===== src/rtl/alarm_io_pkg.sv =====
// Shared constants and types for the edit-key / mode-switch conditioner.
// Imported by the debouncer and the top-level repeat logic.
package alarm_io_pkg;

    localparam int NUM_KEYS     = 2;
    localparam int NUM_SWITCHES = 3;

    localparam int DEF_DEBOUNCE_CYCLES      = 500000;
    localparam int DEF_REPEAT_DELAY_CYCLES  = 25000000;
    localparam int DEF_REPEAT_PERIOD_CYCLES = 5000000;

    typedef enum logic [1:0] {
        ST_IDLE   = 2'd0,
        ST_DELAY  = 2'd1,
        ST_REPEAT = 2'd2
    } rep_state_t;

    // Counter width able to hold max(a, b) - 1, never narrower than 1 bit.
    function automatic int cnt_width(input int a, input int b);
        int m;
        m = (a > b) ? a : b;
        return (m < 2) ? 1 : $clog2(m);
    endfunction

endpackage


===== src/rtl/debounce_bit.sv =====
// One raw input: 2-flop synchronizer, optional inversion, and a
// hold-time debouncer that publishes the accepted level.
module debounce_bit
    import alarm_io_pkg::*;
#(
    parameter int DEBOUNCE_CYCLES = DEF_DEBOUNCE_CYCLES,
    parameter bit INVERT          = 1'b0
) (
    input  logic clk,
    input  logic rst,
    input  logic raw,
    output logic level
);

    localparam int CW = cnt_width(DEBOUNCE_CYCLES, 1);
    localparam logic [CW-1:0] CNT_LAST = CW'(DEBOUNCE_CYCLES - 1);

    logic          sync1;
    logic          sync2;
    logic          sampled;
    logic [CW-1:0] cnt;

    assign sampled = sync2 ^ INVERT;

    // Synchronizer resets to the released raw level so a held key re-debounces.
    always_ff @(posedge clk) begin
        if (rst) begin
            sync1 <= INVERT;
            sync2 <= INVERT;
            cnt   <= '0;
            level <= 1'b0;
        end else begin
            sync1 <= raw;
            sync2 <= sync1;
            if (sampled == level) begin
                cnt <= '0;
            end else if (cnt == CNT_LAST) begin
                level <= sampled;
                cnt   <= '0;
            end else begin
                cnt <= cnt + CW'(1);
            end
        end
    end

endmodule


===== src/rtl/edit_input_conditioner.sv =====
// Debounced edit keys with press/auto-repeat strobes, plus debounced
// mode switches, for the CPU PIO blocks.
module edit_input_conditioner
    import alarm_io_pkg::*;
#(
    parameter int DEBOUNCE_CYCLES      = DEF_DEBOUNCE_CYCLES,
    parameter int REPEAT_DELAY_CYCLES  = DEF_REPEAT_DELAY_CYCLES,
    parameter int REPEAT_PERIOD_CYCLES = DEF_REPEAT_PERIOD_CYCLES
) (
    input  logic       clk_clk,
    input  logic       reset_reset,
    input  logic [1:0] btn_raw_n,
    input  logic [2:0] sw_raw,
    output logic [1:0] btn_edit_export,
    output logic [1:0] btn_pulse,
    output logic [2:0] sw_states_export
);

    localparam int RCW =
        cnt_width(REPEAT_DELAY_CYCLES, REPEAT_PERIOD_CYCLES);
    localparam logic [RCW-1:0] DELAY_LAST  = RCW'(REPEAT_DELAY_CYCLES - 1);
    localparam logic [RCW-1:0] PERIOD_LAST = RCW'(REPEAT_PERIOD_CYCLES - 1);

    logic [NUM_KEYS-1:0]     key_acc;
    logic [NUM_SWITCHES-1:0] sw_acc;

    for (genvar gi = 0; gi < NUM_KEYS; gi++) begin : gen_key_db
        debounce_bit #(
            .DEBOUNCE_CYCLES(DEBOUNCE_CYCLES),
            .INVERT         (1'b1)
        ) u_db (
            .clk  (clk_clk),
            .rst  (reset_reset),
            .raw  (btn_raw_n[gi]),
            .level(key_acc[gi])
        );
    end

    for (genvar gs = 0; gs < NUM_SWITCHES; gs++) begin : gen_sw_db
        debounce_bit #(
            .DEBOUNCE_CYCLES(DEBOUNCE_CYCLES),
            .INVERT         (1'b0)
        ) u_db (
            .clk  (clk_clk),
            .rst  (reset_reset),
            .raw  (sw_raw[gs]),
            .level(sw_acc[gs])
        );
    end

    always_ff @(posedge clk_clk) begin
        if (reset_reset) begin
            sw_states_export <= '0;
        end else begin
            sw_states_export <= sw_acc;
        end
    end

    for (genvar gk = 0; gk < NUM_KEYS; gk++) begin : gen_key
        rep_state_t     state;
        logic [RCW-1:0] cnt;
        logic           level_q;
        logic           pulse_q;

        assign btn_edit_export[gk] = level_q;
        assign btn_pulse[gk]       = pulse_q;

        // Level and pulse are registered together so the strobe lands
        // on the first cycle the exported level reads pressed.
        always_ff @(posedge clk_clk) begin
            if (reset_reset) begin
                state   <= ST_IDLE;
                cnt     <= '0;
                level_q <= 1'b0;
                pulse_q <= 1'b0;
            end else begin
                level_q <= key_acc[gk];
                pulse_q <= 1'b0;
                unique case (state)
                    ST_IDLE: begin
                        cnt <= '0;
                        if (key_acc[gk]) begin
                            state   <= ST_DELAY;
                            pulse_q <= 1'b1;
                        end
                    end
                    ST_DELAY: begin
                        if (!key_acc[gk]) begin
                            state <= ST_IDLE;
                            cnt   <= '0;
                        end else if (cnt == DELAY_LAST) begin
                            state   <= ST_REPEAT;
                            cnt     <= '0;
                            pulse_q <= 1'b1;
                        end else begin
                            cnt <= cnt + RCW'(1);
                        end
                    end
                    ST_REPEAT: begin
                        if (!key_acc[gk]) begin
                            state <= ST_IDLE;
                            cnt   <= '0;
                        end else if (cnt == PERIOD_LAST) begin
                            cnt     <= '0;
                            pulse_q <= 1'b1;
                        end else begin
                            cnt <= cnt + RCW'(1);
                        end
                    end
                    default: begin
                        state <= ST_IDLE;
                        cnt   <= '0;
                    end
                endcase
            end
        end
    end

endmodule

===== config.mk =====
export PLATFORM = sky130hd
export DESIGN_NAME = edit_input_conditioner
export DESIGN_NICKNAME = d
export VERILOG_FILES = /design/src/rtl/alarm_io_pkg.sv /design/src/rtl/debounce_bit.sv /design/src/rtl/edit_input_conditioner.sv
export SDC_FILE = /design/constraint.sdc
export NUM_CORES = 1
export LEC_CHECK = 0
export ABC_AREA = 1
export CAP_MARGIN = 20
export CELL_PAD_IN_SITES_DETAIL_PLACEMENT = 1
export CELL_PAD_IN_SITES_GLOBAL_PLACEMENT = 2
export CORE_MARGIN = 3
export CORE_UTILIZATION = 36
export CTS_CLUSTER_DIAMETER = 100
export DETAILED_ROUTE_END_ITERATION = 8
export PLACE_DENSITY_LB_ADDON = 0.25
export SLEW_MARGIN = 0
export SYNTH_ARGS = -nofsm -noshare
export SYNTH_HDL_FRONTEND = slang
export SYNTH_HIERARCHICAL = 1
export SYNTH_SLANG_ARGS = --single-unit

===== constraint.sdc =====
create_clock -name clk_clk -period 1.89 [get_ports clk_clk]
set_input_delay 0.378 -clock clk_clk [delete_from_list [all_inputs] [get_ports clk_clk]]
set_output_delay 0.378 -clock clk_clk [all_outputs]
set_load 0.02 [all_outputs]

# After elaboration in Yosys (flattened, before gate mapping)
# Index checks and enable logic that the tools add are counted.
[classes]
bitwise_logic = 7
mux = 32
n_addsub = 7
n_eq_ne = 24
n_reduce_logical = 14
[op_table]
columns = ["op", "n"]
rows = [
  ["25-bit two-way mux", 8],
  ["25-bit one-hot mux with 2 select lines", 2],
  ["19-bit by 1-bit adder with 19-bit output (second input constant)", 5],
  ["19-bit equality test (second input constant)", 5],
  ["25-bit by 1-bit adder with 25-bit output (second input constant)", 2],
  ["25-bit by 23-bit equality test with 1-bit output (second input constant)", 2],
  ["25-bit equality test (second input constant)", 2],
  ["2-bit two-way mux", 8],
  ["3-bit OR reduction", 5],
  ["2-bit one-hot mux with 3 select lines", 2],
  ["1-bit two-way mux", 10],
  ["2-bit AND reduction", 5],
  ["1-bit inverter", 7],
  ["3-bit != test (second input constant)", 2],
  ["1-bit one-hot mux with 3 select lines", 2],
  ["3-bit AND reduction", 2],
  ["1-bit equality test", 5],
  ["2-bit by 1-bit equality test with 1-bit output (second input constant)", 2],
  ["2-bit equality test (second input constant)", 2],
  ["2-bit logical NOT", 2],
  ["2-bit by 1-bit != test with 1-bit output (second input constant)", 2],
  ["2-bit != test (second input constant)", 2],
]
[word_totals]
output_inout_bits = 7
register_bits = 171

# Logic depth before layout (Yosys ltp)
# Gate-level depths: netlist of the first run.
[depth]
word_depth = 4
depth_mapped = 11
depth_no_buf = 10

# Hierarchy
# Netlist of the first run, hierarchy kept.
[by_module_without_submodules]
columns = ["mod", "n_inst", "seq_area_each_um2", "area_per_inst_um2", "cells_each"]
rows = [
  ["debounce_bit (gen_sw_db[0].u_db ...)", 3, 440.4, 1203.7, 182],
  ["edit_input_conditioner", 1, 1221.2, 3293.2, 469],
  ["debounce_bit (gen_key_db[0].u_db ...)", 2, 440.4, 1116.1, 169],
]

# Worst setup path before layout of the first run
# Ideal clock, no wire load.
[synth_path]
kind = "register to register"
from = "register gen_key[1].cnt[0]"
to = "register gen_key[1].cnt[22]"
stages_incl_launch_ff = 10
period_less_slack_ns = 1.570
slack_ns = 0.320
arrival_ns = 1.456
setup_time_ns = 0.114
cell_sequence = "dfxtp_1 ha_1 nand3_2 nor3_2 nand4_1 nand2_1 nand2_1 nand2_4 buf_6 nor2_1"
[synth_via]
elab_chain_len = 4
word_cells_on_any_way = 8
cone_classes = "add/sub: 1; eq/ne: 2; mux: 5"
[synth_lines]
columns = ["item", "line", "source"]
rows = [
  ["from (decl)", "edit_input_conditioner.sv:61", "logic [RCW-1:0] cnt;"],
  ["from (signal assigned)", "edit_input_conditioner.sv:96", "cnt <= cnt + RCW'(1);"],
  ["from (signal assigned)", "edit_input_conditioner.sv:107", "cnt <= cnt + RCW'(1);"],
  ["25-bit by 1-bit adder with 25-bit output (tied with other cells)", "edit_input_conditioner.sv:96, edit_input_conditioner.sv:107", ""],
  ["25-bit two-way mux (on tied branches)", "edit_input_conditioner.sv:103, edit_input_conditioner.sv:91", ""],
  ["25-bit two-way mux (on tied branches)", "edit_input_conditioner.sv:100, edit_input_conditioner.sv:88", ""],
  ["25-bit one-hot mux with 2 select lines *", "edit_input_conditioner.sv:79", "unique case (state)"],
]
# Mark *: on every way between the ends. The rest lies on a longest branch, timed or not.
# A chain may end at the register's enable or synchronous reset.

# Worst setup path after layout of the first run
[layout_path]
from = "register sw_states_export[1]"
to = "output port sw_states_export[1]"
[layout_lines]
columns = ["item", "line", "source"]
rows = [
  ["from (decl)", "edit_input_conditioner.sv:16", "output logic [2:0] sw_states_export"],
  ["from (signal assigned)", "edit_input_conditioner.sv:55", "sw_states_export <= sw_acc;"],
]
# No word-level cell between the ends.

==> results of run 1 <==
-- layout make-up --
type | instances | area [um^2] | area share
Timing Repair Buffer | 22 | 210 | 0.0205
Inverter | 201 | 754 | 0.0736
Sequential cell | 171 | 3420 | 0.334
Clock inverter | 13 | 168 | 0.0164
Clock buffer | 19 | 443 | 0.0432
Tap cell | 324 | 405 | 0.0396
Multi-Input combinational cell | 968 | 4840 | 0.472
-- cells in the final DEF, fill, tap and decap left out, types with 14 or more instances in the layout --
cell type  count
a21oi_1       24
clkbuf_16     17
dfxtp_1      170
ha_1          15
inv_1        194
nand2_1      314
nand3_1       82
nand4_1       19
nor2_1       284
nor2_2        55
nor3_1        23
o21ai_0       22
xnor2_1       14
xor2_1        69
-- cells by family after synthesis --
logic type,count (synthesis),share of synthesized area
compound gates,49,0.0303
fa+ha+maj,15,0.0205
xor+xnor,83,0.0796
simple gates,820,0.395
flops,171,0.375
buf+inv,215,0.100
-- power by group through the flow --
stage	logic (mW)	registers (mW)	clock network, mW
5_1_grt	0.114	3.63	3.94
6_report	0.0992	3.63	3.66
4_1_cts	0.0994	3.63	3.79
3_3_place_gp	0.0963	3.71	0
3_5_place_dp	0.0986	3.71	0
2_1_floorplan	0.0659	3.71	0
-- state kept, by name, indices dropped and copies added, names as in the netlist --
register,flops
gen_key_db.u_db/sync2,2
gen_sw_db.u_db/sampled,3
sw_states_export,3
gen_key.state,4
gen_sw_db.u_db/level,3
gen_sw_db.u_db/sync1,3
gen_key.pulse_q,2
gen_key_db.u_db/level,2
gen_key_db.u_db/sync1,2
gen_key.cnt,50
gen_sw_db.u_db/cnt,57
gen_key.level_q,2
gen_key_db.u_db/cnt,38
-- metal layers --
layer	GRT usage	wire (um)
met1	0.219	10800
met2	0.291	10400
met3	0.0292	344
met4	0.0420	219
met5	0	0
-- cells in the mapped netlist (2+ instances only) --
cell and instances:
nand2_1 315, buf_6 6, nor2_1 285, nor2_2 54, xnor2_1 14, nand4_1 19, o21ai_0 22, nor4_1 2
ha_1 15, a21oi_1 24, or2_2 12, nor3_1 23, buf_4 4, nor2_4 2, nand3_2 13, xor2_1 69
dfxtp_1 171, or2_0 2, inv_2 7, nand2_4 5, nand3_1 82, o21bai_4 2, inv_1 194, nor3_2 2
buf_12 3
-- metrics by stage --
step	hold WS (ns)	TNS, ns	area (um^2)	std cells	worst slack, ns
after global placement	0.392	0	9590	1685	0.112
after detailed placement	0.397	0	9590	1685	0.0167
after floorplan	0.388	0	9140	1353	0.320
final	0.407	0	10200	1718	0.114
after CTS	0.412	0	10200	1717	0.0782
after global routing	0.429	-0.0138	10200	1718	-0.00682
-- worst max path at each step --
stage,start,to,slack (ns),cells past startpoint
after global routing,gen_key[0].cnt[11],gen_key[0].cnt[10],-0.007,9
after floorplan,gen_key[1].cnt[0],gen_key[1].cnt[22],0.32,9
after global placement,reset_reset,gen_key_db[0].u_db/cnt[18],0.11,7
after detailed placement,reset_reset,gen_key_db[0].u_db/cnt[15],0.02,7
final,sw_states_export[1],sw_states_export[1],0.11,1
after CTS,sw_states_export[1],sw_states_export[1],0.08,1
-- worst min-delay path, stage by stage (launching register included) --
cell,delay [ns]
dfxtp_1,0.30
inv_1,0.04
nor2_1,0.03
==> impl_metrics.env, run 1 <==
export IMPL_status="complete, no violations"
export IMPL_dieHeight_um=165
export IMPL_drt_iter0_drc=246
export IMPL_pwr_share_comb=0.013
export IMPL_yosys_most_used_dff="dfxtp_1"
export IMPL_final_max_slew_viol_count=0
export IMPL_grt_overflow_total=0
export IMPL_io_pins=14
export IMPL_p_per_area_mw_per_mm2=721
export IMPL_fillCellCount=3213
export IMPL_synth_seq_cells=171
export IMPL_cp_start_kind="flop"
export IMPL_synth_edff_count=0
export IMPL_hpwlAfterDp_mm=16.6
export IMPL_endpoint_kind="primary output"
export IMPL_grt_max_degree=26
export IMPL_leakagePower_nw=3.63
export IMPL_path_buf_inv=1
export IMPL_cts_root_buffer_cell="clkbuf_16"
export IMPL_tritoncts="built"
export IMPL_finalNetCount=1403
export IMPL_post_cts_buffers=0
export IMPL_skew_ns=0.0102
export IMPL_start_util=0.371
export IMPL_cp_top_family="buffers and inverters"
export IMPL_antenna_found_initial=0
export IMPL_syn_num_nets=1375
export IMPL_ys_types=31
export IMPL_seq_power_share=0.491
export IMPL_pwr_share_clk=0.496
export IMPL_critPathMaxStageDelay_ns=0.62
export IMPL_p_switching_mw=1.60
export IMPL_yosys_area_top_type="dfxtp_1"
export IMPL_grt_usage=0.169
export IMPL_dieArea_mm2=0.0273
export IMPL_crit_arrival_ns=1.40
export IMPL_row_count=57
export IMPL_yosysWarnings=6
export IMPL_wirelength_mm=21.9
export IMPL_grt_pass1_vias=8009
export IMPL_clock_tree_buffer_depth=2
export IMPL_synth_seq_area_share=0.375
export IMPL_fin_total_pwr_mw=7.39
export IMPL_ys_top_cells_by_area="dfxtp_1 (37%), nand2_1 (13%), nor2_1 (12%)"
export IMPL_avgSynthCellArea_um2=6.75
export IMPL_worstSkewPairLatency_ns=0.43
export IMPL_hold_depth=2
export IMPL_slew_headroom=0.665
export IMPL_cts_resized_gates=0
export IMPL_drc_errors=0
export IMPL_hold_path_endpoint="gen_sw_db[2].u_db/sampled"
export IMPL_clock_fmax_mhz=563
export IMPL_cp_slowest_cell="clkdlybuf4s50_1"
export IMPL_cts_buffers=17
export IMPL_reg2reg_setup_slack_ns=0.19
export IMPL_path_max_fanout=1
export IMPL_vias=7880
export IMPL_worst_pin_slew_ns=0.502
export IMPL_required_ns=1.51
export IMPL_syn_to_final_growth_pct=12.1
export IMPL_maxCapViolations=0
export IMPL_intPower_mw=5.78
export IMPL_ctsHtreeMaxLevel=4
export IMPL_worstReg2RegEnd="gen_key[1].cnt[20]"
export IMPL_diodes=0
export IMPL_place_port_buffers=13
export IMPL_fp_coreArea_mm2=0.0246
export IMPL_hp_start="gen_sw_db[2].u_db/sync1"
export IMPL_setup_violations=0
export IMPL_path_class="flop to primary output"
export IMPL_hold_violations=0
export IMPL_fin_crit_ns=1.78
export IMPL_synth_area_mm2=0.00914
export IMPL_wl_per_cell_um=12.7
export IMPL_clock_sinks=171
export IMPL_gp_congestion=0.797
export IMPL_reg2regPathDepth=8
export IMPL_swShare=0.217
export IMPL_antenna_left=0
export IMPL_synth_top_area_share=0.375
export IMPL_vias_per_cell=4.59
export IMPL_hold_buffers=0
export IMPL_dieWidth_um=165
export IMPL_r2r_start="gen_key[1].cnt[1]"
export IMPL_postSynthCellCount=1353
export IMPL_async_flop_share=0
export IMPL_irDropWorstVdd_v=0.000456
export IMPL_drive_gt1_frac=0.103
export IMPL_final_util=0.416
export IMPL_grt_pass1_wl_mm=37.7
export IMPL_drt_pass1_iterations=4
export IMPL_clk_pin_slew_ns=0.06
export IMPL_min_period_over_period=0.940
export IMPL_hp_class="flop to flop"
export IMPL_worstPathCellList="clkdlybuf4s50_1"
Note: power is estimated with default switching activity, not from simulation.
==> run 2: changes to the inputs <==
--- a/config.mk
+++ b/config.mk
@@ -11,7 +11,6 @@
 export CELL_PAD_IN_SITES_GLOBAL_PLACEMENT = 2
 export CORE_MARGIN = 3
 export CORE_UTILIZATION = 36
-export CTS_CLUSTER_DIAMETER = 100
 export DETAILED_ROUTE_END_ITERATION = 8
 export PLACE_DENSITY_LB_ADDON = 0.25
 export SLEW_MARGIN = 0
==> results of run 2 <==
Same layout as run 1: the final DEF is identical, and so are final timing and power.
